==> config.mk <==
export PLATFORM = sky130hd
export DESIGN_NAME = onehot_decoder_sequencer
export DESIGN_NICKNAME = d
export VERILOG_FILES = /design/src/rtl/decoder_pkg.sv /design/src/rtl/idx_fifo.sv /design/src/rtl/onehot_decoder_sequencer.sv
export SDC_FILE = /design/constraint.sdc
export NUM_CORES = 1
export LEC_CHECK = 0
export ABC_AREA = 1
export CAP_MARGIN = 20
export CORE_ASPECT_RATIO = 1.5
export CORE_UTILIZATION = 45
export DETAILED_ROUTE_END_ITERATION = 8
export GPL_ROUTABILITY_DRIVEN = 0
export PLACE_DENSITY = 0.67
export SLEW_MARGIN = 15
export SYNTH_ARGS = -nofsm -noshare
export SYNTH_HDL_FRONTEND = slang
export SYNTH_SLANG_ARGS = --single-unit
==> constraint.sdc <==
create_clock -name clk -period 2.25 [get_ports clk]
set_clock_uncertainty 0.2 [all_clocks]
set_input_delay 0.675 -clock clk [delete_from_list [all_inputs] [get_ports clk]]
set_output_delay 0.675 -clock clk [all_outputs]
set_load 0.02 [all_outputs]
==> src/rtl/decoder_pkg.sv <==
`default_nettype none
// ============================================================================
// decoder_pkg : shared widths and FSM state codes for the one-hot sequencer
// Rev 1.0
// ============================================================================
package decoder_pkg;

  localparam int IDX_W_DEF = 3;
  localparam int OUT_W_DEF = 1 << IDX_W_DEF;

  localparam logic [0:0] ST_IDLE  = 1'b0;
  localparam logic [0:0] ST_DRIVE = 1'b1;

endpackage
`default_nettype wire

==> src/rtl/idx_fifo.sv <==
`default_nettype none
// ============================================================================
// idx_fifo : DEPTH x W index FIFO, head word presented combinationally
// Rev 1.0
// ============================================================================
module idx_fifo #(
  parameter int DEPTH = 4,
  parameter int W     = 3,
  parameter int CNT_W = $clog2(DEPTH) + 1
) (
  input  logic             clk,
  input  logic             rst_n,
  input  logic             clr,
  input  logic             push,
  input  logic             pop,
  input  logic [W-1:0]     wdata,
  output logic [W-1:0]     rdata,
  output logic [CNT_W-1:0] cnt,
  output logic             full,
  output logic             empty
);

  localparam int PTR_W = $clog2(DEPTH);

  logic [W-1:0]     mem_q [DEPTH];
  logic [W-1:0]     mem_d [DEPTH];
  logic [PTR_W-1:0] wr_ptr_q, wr_ptr_d;
  logic [PTR_W-1:0] rd_ptr_q, rd_ptr_d;
  logic [CNT_W-1:0] cnt_q, cnt_d;
  logic             do_push, do_pop;

  assign full    = (cnt_q == CNT_W'(DEPTH));
  assign empty   = (cnt_q == '0);
  assign cnt     = cnt_q;
  assign rdata   = mem_q[rd_ptr_q];
  assign do_push = push && !full && !clr;
  assign do_pop  = pop && !empty && !clr;

  // DEPTH is a power of two, so pointer wrap is plain overflow
  always_comb begin
    mem_d    = mem_q;
    wr_ptr_d = wr_ptr_q;
    rd_ptr_d = rd_ptr_q;
    cnt_d    = cnt_q;
    if (clr) begin
      wr_ptr_d = '0;
      rd_ptr_d = '0;
      cnt_d    = '0;
    end else begin
      if (do_push) begin
        mem_d[wr_ptr_q] = wdata;
        wr_ptr_d        = wr_ptr_q + PTR_W'(1);
      end
      if (do_pop) begin
        rd_ptr_d = rd_ptr_q + PTR_W'(1);
      end
      case ({do_push, do_pop})
        2'b10:   cnt_d = cnt_q + CNT_W'(1);
        2'b01:   cnt_d = cnt_q - CNT_W'(1);
        default: cnt_d = cnt_q;
      endcase
    end
  end

  always_ff @(posedge clk or negedge rst_n) begin
    if (!rst_n) begin
      for (int i = 0; i < DEPTH; i++) mem_q[i] <= '0;
      wr_ptr_q <= '0;
      rd_ptr_q <= '0;
      cnt_q    <= '0;
    end else begin
      mem_q    <= mem_d;
      wr_ptr_q <= wr_ptr_d;
      rd_ptr_q <= rd_ptr_d;
      cnt_q    <= cnt_d;
    end
  end

endmodule
`default_nettype wire

==> src/rtl/onehot_decoder_sequencer.sv <==
`default_nettype none
// ============================================================================
// onehot_decoder_sequencer : buffers indices, replays each as a one-hot word
// held for HOLD cycles. Rev 1.0
// ============================================================================
module onehot_decoder_sequencer
  import decoder_pkg::*;
#(
  parameter int IDX_W = IDX_W_DEF,
  parameter int OUT_W = 1 << IDX_W,
  parameter int DEPTH = 4,
  parameter int HOLD  = 4,
  parameter int CNT_W = $clog2(DEPTH) + 1
) (
  input  logic             clk,
  input  logic             rst_n,
  input  logic             clr,
  input  logic             in_valid,
  output logic             in_ready,
  input  logic [IDX_W-1:0] in_idx,
  output logic             out_valid,
  output logic [OUT_W-1:0] out_onehot,
  output logic [CNT_W-1:0] fifo_cnt
);

  localparam int HCNT_W = (HOLD > 1) ? $clog2(HOLD) : 1;

  logic [0:0]        state_q, state_d;
  logic [HCNT_W-1:0] hcnt_q, hcnt_d;
  logic [OUT_W-1:0]  onehot_q, onehot_d;
  logic              valid_q, valid_d;
  logic              pop, push, full, empty;
  logic [IDX_W-1:0]  head;

  assign in_ready   = !full;
  assign push       = in_valid && !full && !clr;
  assign out_valid  = valid_q;
  assign out_onehot = onehot_q;

  idx_fifo #(
    .DEPTH (DEPTH),
    .W     (IDX_W),
    .CNT_W (CNT_W)
  ) u_fifo (
    .clk   (clk),
    .rst_n (rst_n),
    .clr   (clr),
    .push  (push),
    .pop   (pop),
    .wdata (in_idx),
    .rdata (head),
    .cnt   (fifo_cnt),
    .full  (full),
    .empty (empty)
  );

  // Reloading straight from DRIVE when the hold expires keeps words gapless
  always_comb begin
    state_d  = state_q;
    hcnt_d   = hcnt_q;
    onehot_d = onehot_q;
    valid_d  = valid_q;
    pop      = 1'b0;
    if (clr) begin
      state_d  = ST_IDLE;
      hcnt_d   = '0;
      onehot_d = '0;
      valid_d  = 1'b0;
    end else if ((state_q == ST_DRIVE) && (hcnt_q != '0)) begin
      hcnt_d = hcnt_q - HCNT_W'(1);
    end else if (!empty) begin
      pop      = 1'b1;
      onehot_d = OUT_W'(1) << head;
      valid_d  = 1'b1;
      hcnt_d   = HCNT_W'(HOLD - 1);
      state_d  = ST_DRIVE;
    end else begin
      state_d  = ST_IDLE;
      hcnt_d   = '0;
      onehot_d = '0;
      valid_d  = 1'b0;
    end
  end

  always_ff @(posedge clk or negedge rst_n) begin
    if (!rst_n) begin
      state_q  <= ST_IDLE;
      hcnt_q   <= '0;
      onehot_q <= '0;
      valid_q  <= 1'b0;
    end else begin
      state_q  <= state_d;
      hcnt_q   <= hcnt_d;
      onehot_q <= onehot_d;
      valid_q  <= valid_d;
    end
  end

endmodule
`default_nettype wire

### Word-level counts from Yosys, hierarchy flattened

Index checks and enable logic that the tools add are counted.
Widths: inputs -> output; s select.

* bits in registers: 30
* output and inout port bits: 13

* $lt $le $gt $ge: 3
* bitwise operators: 3
* add/subtract/negate cells: 5
* eq/ne operators: 4
* shift-type cells: 1
* muxes and demuxes: 23
* reductions and logical operators: 17

Operators with widths (count)
* $mux 8: 3
* $mux 2: 7
* $bwmux 12: 1
* $mux 3: 4
* $logic_and 1x1->1: 8
* $shl 1x3->8 const A: 1
* $bmux 3 s2: 1
* $demux 3 s2: 1
* $ge 3x3->1 const B: 2
* $not 2->3: 2
* $pmux 3 s2: 1
* $reduce_bool 2->1: 3
* $mux 1: 5
* $add 2x1->2 const B: 2
* $add 3x1->3 const B: 1
* $eq 3x3->1 const B: 1
* $logic_not 1->1: 3
* $logic_not 3->1: 1
* $lt 3x1->1 const B: 1
* $reduce_bool 3->1: 1
* $sub 3x1->3 const B: 1
* $eq 2x1->1 const B: 1
* $eq 2x2->1 const B: 1
* $ne 2x2->1 const B: 1
* other kinds (3): 3

### Logic depth before layout (Yosys ltp)

* word-level depth: 9
* depth in mapped cells: 12
* depth with buffers taken out: 12

### By module

From an unflattened synthesis, not the netlist that was laid out.

* cells, all modules: 189
* area total of the unflattened synthesis: 1524.0 µm²

Modules (own cells, without submodules)
* idx_fifo: instances 1, area an instance 978.4 µm², cells each 118, sequential area each 475.5 µm²
* onehot_decoder_sequencer: instances 1, area an instance 545.5 µm², cells each 71, sequential area each 275.3 µm²

### Least setup slack after synthesis

No wires, ideal clock.

* path kind: register to register
* start point: register u_fifo.cnt_q[0] (netlist: u_fifo.cnt[0])
* end point: register u_fifo.cnt_q[2] (netlist: u_fifo.cnt[2])
* path buffers: 0
* clock period less this slack: 2.205 ns
* cell stages (with the launch flop): 12
* arrival: 1.939 ns
* data required time: 1.984 ns
* setup time: 0.066 ns
* slack: 0.045 ns
* cell sequence: dfrtp_1 nor2_2 nand2_1 nand2_4 nand3_4 inv_1 fa_1 xor2_1 nand3b_1 nand2_1 nand2_1 nand2_1

* longest elaborated chain between the ends: 9

Ends and longest elaborated chain
* start: declaration: line idx_fifo.sv:29 `logic [CNT_W-1:0] cnt_q, cnt_d;`
* start signal: assignment: line idx_fifo.sv:75 `cnt_q <= cnt_d;`
* $eq 3x3->1 *: line idx_fifo.sv:32 `assign full = (cnt_q == CNT_W'(DEPTH));`
* $logic_not 1->1 *
* via in_ready: line onehot_decoder_sequencer.sv:19 `output logic in_ready,`
* $logic_and 1x1->1 (2 in a row): line onehot_decoder_sequencer.sv:36 `assign push = in_valid && !full && !clr;`
* $logic_and 1x1->1 * (2 in a row): line idx_fifo.sv:36 `assign do_push = push && !full && !clr;`
* $eq 2x1->1 or $eq 2x2->1 (tied branches): line idx_fifo.sv:57 `case ({do_push, do_pop})`
* $pmux 3 s2: line idx_fifo.sv:57
* $mux 3: line idx_fifo.sv:45 `if (clr) begin`

The timed path passes the listed nets; every way through them passes the cells marked *.
A chain may end at the register's enable or synchronous reset.

### Worst setup path after layout

* start point: input clr
* end point: register u_fifo.cnt_q[2] (netlist: u_fifo.cnt[2])

* longest elaborated chain between the ends: 7

Ends and longest elaborated chain
* start: declaration: line onehot_decoder_sequencer.sv:17 `input logic clr,`
* $logic_not 1->1: line idx_fifo.sv:36, idx_fifo.sv:37, onehot_decoder_sequencer.sv:36
* $logic_and 1x1->1: line onehot_decoder_sequencer.sv:36
* $logic_and 1x1->1 (2 in a row): line idx_fifo.sv:36
* $eq 2x1->1 or $eq 2x2->1 (tied branches): line idx_fifo.sv:57
* $pmux 3 s2: line idx_fifo.sv:57
* $mux 3: line idx_fifo.sv:45

Parallel ways exist; a longest one is shown, timed or not.

==> run_results.csv <==
group,metric,value,unit
flow_run,drv_cap,0,
routing,drcViolationCount,0,
cts,clock_sinks,30,
cts,clk_pin_slew,60,ps
pwr,irDropWorstVdd,0.604,mV
logic_synthesis,netlist_area,1480,um^2
floorplan,io_pins,20,
layout,syn_to_final_growth,24.7,%
cts,numCtsBuffers,5,
hold_path,hold-path-cell-count,2,
pwr,leakage,0.931,nW
routing,drt-total-wl,2810,um
critical_path,worstReg2RegStart,"hcnt_q[0]",
layout,nets,216,
hold_path,hold_path_end,"u_fifo.mem_q[9]",
global_route,grt_overflow,0,
logic_synthesis,synth_warnings,0,
routing,drtIter0Drc,26,
critical_path,regToRegSetupSlack,160,ps
logic_synthesis,synth_seq_cells,30,
layout,fillers,300,
logic_synthesis,async_flop_share,100,%
critical_path,cpMostUsedCell,"nand2_1",
logic_synthesis,synth_cells,170,
logic_synthesis,synthMuxAreaShare,0,%
placement,portBuffers,19,
pwr,clockPowerShare,19.4,%
sta,clock.fmax,0.459,GHz
sta,grt_setup_unrepaired,"false",
logic_synthesis,synth_top_family_by_area,"simple AND/OR/NAND/NOR gates",
cts,cts_root_buf,"clkbuf_8",
layout,layout_commonest_cell,"nand2_1",
pwr,p_switching,0.000766,W
pwr,intPower,0.00124,W
critical_path,worstPathCellList,"dlygate4sd2_1, inv_2, nand3_2, nand3_4, inv_1, fa_1, xor2_1, nand3b_1, nand2_1, nand2_1, nand2_1",
placement,hpwl,2200,um
routing,num_vias,1198,
sta,worst_slew_pin_slew,369,ps
cts,cts_buffer_depth,2,
global_route,grt_max_degree,31,
critical_path,required,2210,ps
sta,period_minus_slack,2180,ps
cts,cts_hold_buf,0,
pwr,p_total,0.00201,W
pwr,p_sw_share,38.2,%
layout,final_util,58.9,%
layout,fin_area,1840,um^2
layout,drive_gt1_share,11.3,%
layout,final_cell_mix,"50 x nand2_1, 30 x dfrtp_1, 29 x inv_1, 20 x o21ai_0, 13 x clkdlybuf4s50_1",
logic_synthesis,synth_fp_nets,183,
global_route,grt_usage,18.1,%
routing,antenna_left,0,
sta,period_share,96.8,%
routing,routedWlPerCell,11.6,um
pwr,p_comb_share,39.7,%
sta,drv_slew,0,
critical_path,rr_worst_depth,12,
pwr,pwr-share-seq,40.9,%
hold_path,hold_path_class,"register to register",
cts,cts_tree,"done",
cts,cts_htree_levels,2,
global_route,antenna_found_initial,0,
sta,finalSetupViolCount,0,
logic_synthesis,yosysSeqAreaShare,50.8,%
critical_path,cp-start-kind,"input port",
logic_synthesis,synth_edf_count,0,
floorplan,coreArea,3130,um^2
floorplan,rows,25,
critical_path,cp_slowest_stage_delay,390,ps
routing,vias_per_cell,4.93,
layout,diodes,0,
critical_path,critPathSlowestCell,"fa_1",
logic_synthesis,synth_simple_gate_area_share,21.9,%
critical_path,end_kind,"register",
floorplan,start_util,47.2,%
sta,hold_ws,287,ps
critical_path,critPathBufInv,3,
floorplan,dieArea,3520,um^2
critical_path,critPathLaunch,"clr",
critical_path,path_max_fanout,3,
critical_path,reg2reg_to,"u_fifo.cnt[2]",
floorplan,die_w,48.8,um
logic_synthesis,synth_top_area_share,50.8,%
layout,multi_input_area,594,um^2
hold_path,min-delay-start,"u_fifo.mem_q[9]",
run_status,status,"completed",
logic_synthesis,synth.distinct_cells,25,
logic_synthesis,avgSynthCellArea,8.68,um^2
logic_synthesis,ys.flop_type,"dfrtp_1",
logic_synthesis,synth_fa_ha_area_share,5.59,%
sta,relSlewSlack,75.4,%
logic_synthesis,yosys.area_share.xor_xnor,0.593,%
sta,hold_viol_final,0,
logic_synthesis,synth_compound_area_share,12.2,%
critical_path,worst_ep_arrival_time,2140,ps
logic_synthesis,synth_area_leader_cell,"dfrtp_1",
layout,seq_area,751,um^2
placement,placed_area,1770,um^2
floorplan,die_h,72.2,um
logic_synthesis,synth_area_leaders,"dfrtp_1 51%, nand2_1 13%, inv_1 7.4%",
critical_path,critical_path.top_delay_family,"simple AND/OR/NAND/NOR gates",
cts,clkLatencyLatePin,280,ps
global_route,grt_pass1_vias,1154,
pwr,power_density,1090,nW/um^2
global_route,grt_first_pass_wirelength,4910,um
critical_path,worstSetupPathType,"input port to register",
routing,drt_first_pass_iters,4,
cell families after synthesis:
| family | count (synthesis) |
|---|---|
| fa+ha+maj | 6 |
| flops | 30 |
| compound gates | 32 |
| xor+xnor | 1 |
| simple gates | 69 |
| buf+inv | 32 |
how the worst max path moves through the flow:
| stage | to | cells after the start |
|---|---|---|
| finish | u_fifo.cnt[2] | 11 |
| global route | u_fifo.cnt[2] | 11 |
| floorplan | u_fifo.cnt[2] | 11 |
| CTS | fifo_cnt[1] | 2 |
| detailed placement | u_fifo.cnt[2] | 11 |
| global placement | u_fifo.cnt[2] | 11 |
layer usage:
metal	share of wire, %	track usage (%)	vias up
li1	-	-	608
met1	41	20.5	565
met2	55	32.6	20
met3	2.9	4.40	5
met4	1.2	6.86	0
met5	0	0	-
through the flow:
step	cells	TNS [ps]	setup WS (ps)
6_report	243	0	72.3
5_1_grt	243	0	21.3
4_1_cts	243	0	2.65
3_5_place_dp	236	-561	-429
3_3_place_gp	236	-403	-304
2_1_floorplan	170	0	44.7
repair_timing:
item,4_1_cts,5_1_grt
gates cloned,0,0
endpoints found under the setup margin,3,2
buffers inserted,0,0
resized for setup,4,2
pin swaps,0,0
registers in the layout (all words and copies together) (netlist names):
register,count
hcnt_q,2
out_onehot,8
out_valid,1
u_fifo.cnt,3
u_fifo.mem_q,12
u_fifo.rd_ptr_q,2
u_fifo.wr_ptr_q,2
cells in the mapped netlist (2+ instances only):
library cell and instances:
nand4_1 3, inv_1 29, o22ai_1 8, nand2_1 50
nor2_1 3, ha_1 5, o21ai_0 20, nand3_2 2
dfrtp_1 30, nand3_1 5
layout make-up:
class                   instances  share of cell area, %
repair buffers                 28                   14.0
flip-flops and latches         30                   40.8
inverters                      30                   6.11
well taps                      40                   2.72
multi-input cells             108                   32.3
clock buffers                   7                   4.14
worst reg2reg max path, delay by kind of cell (launching register included):
| kind | cells | cell delay (ps) |
|---|---|---|
| xor+xnor | 1 | 210 |
| fa+ha+maj | 2 | 570 |
| flops | 1 | 320 |
| buf+inv | 3 | 200 |
| simple gates | 6 | 490 |
power groups by stage:
stage | Sequential (W) | Combinational [W] | Clock [W]
floorplan | 0.000860 | 0.000494 | 0
global placement | 0.000822 | 0.000789 | 0
detailed placement | 0.000831 | 0.000814 | 0
CTS | 0.000821 | 0.000807 | 0.000401
global route | 0.000844 | 0.000909 | 0.000422
finish | 0.000820 | 0.000798 | 0.000389
Power figures use the tool's default switching activity.
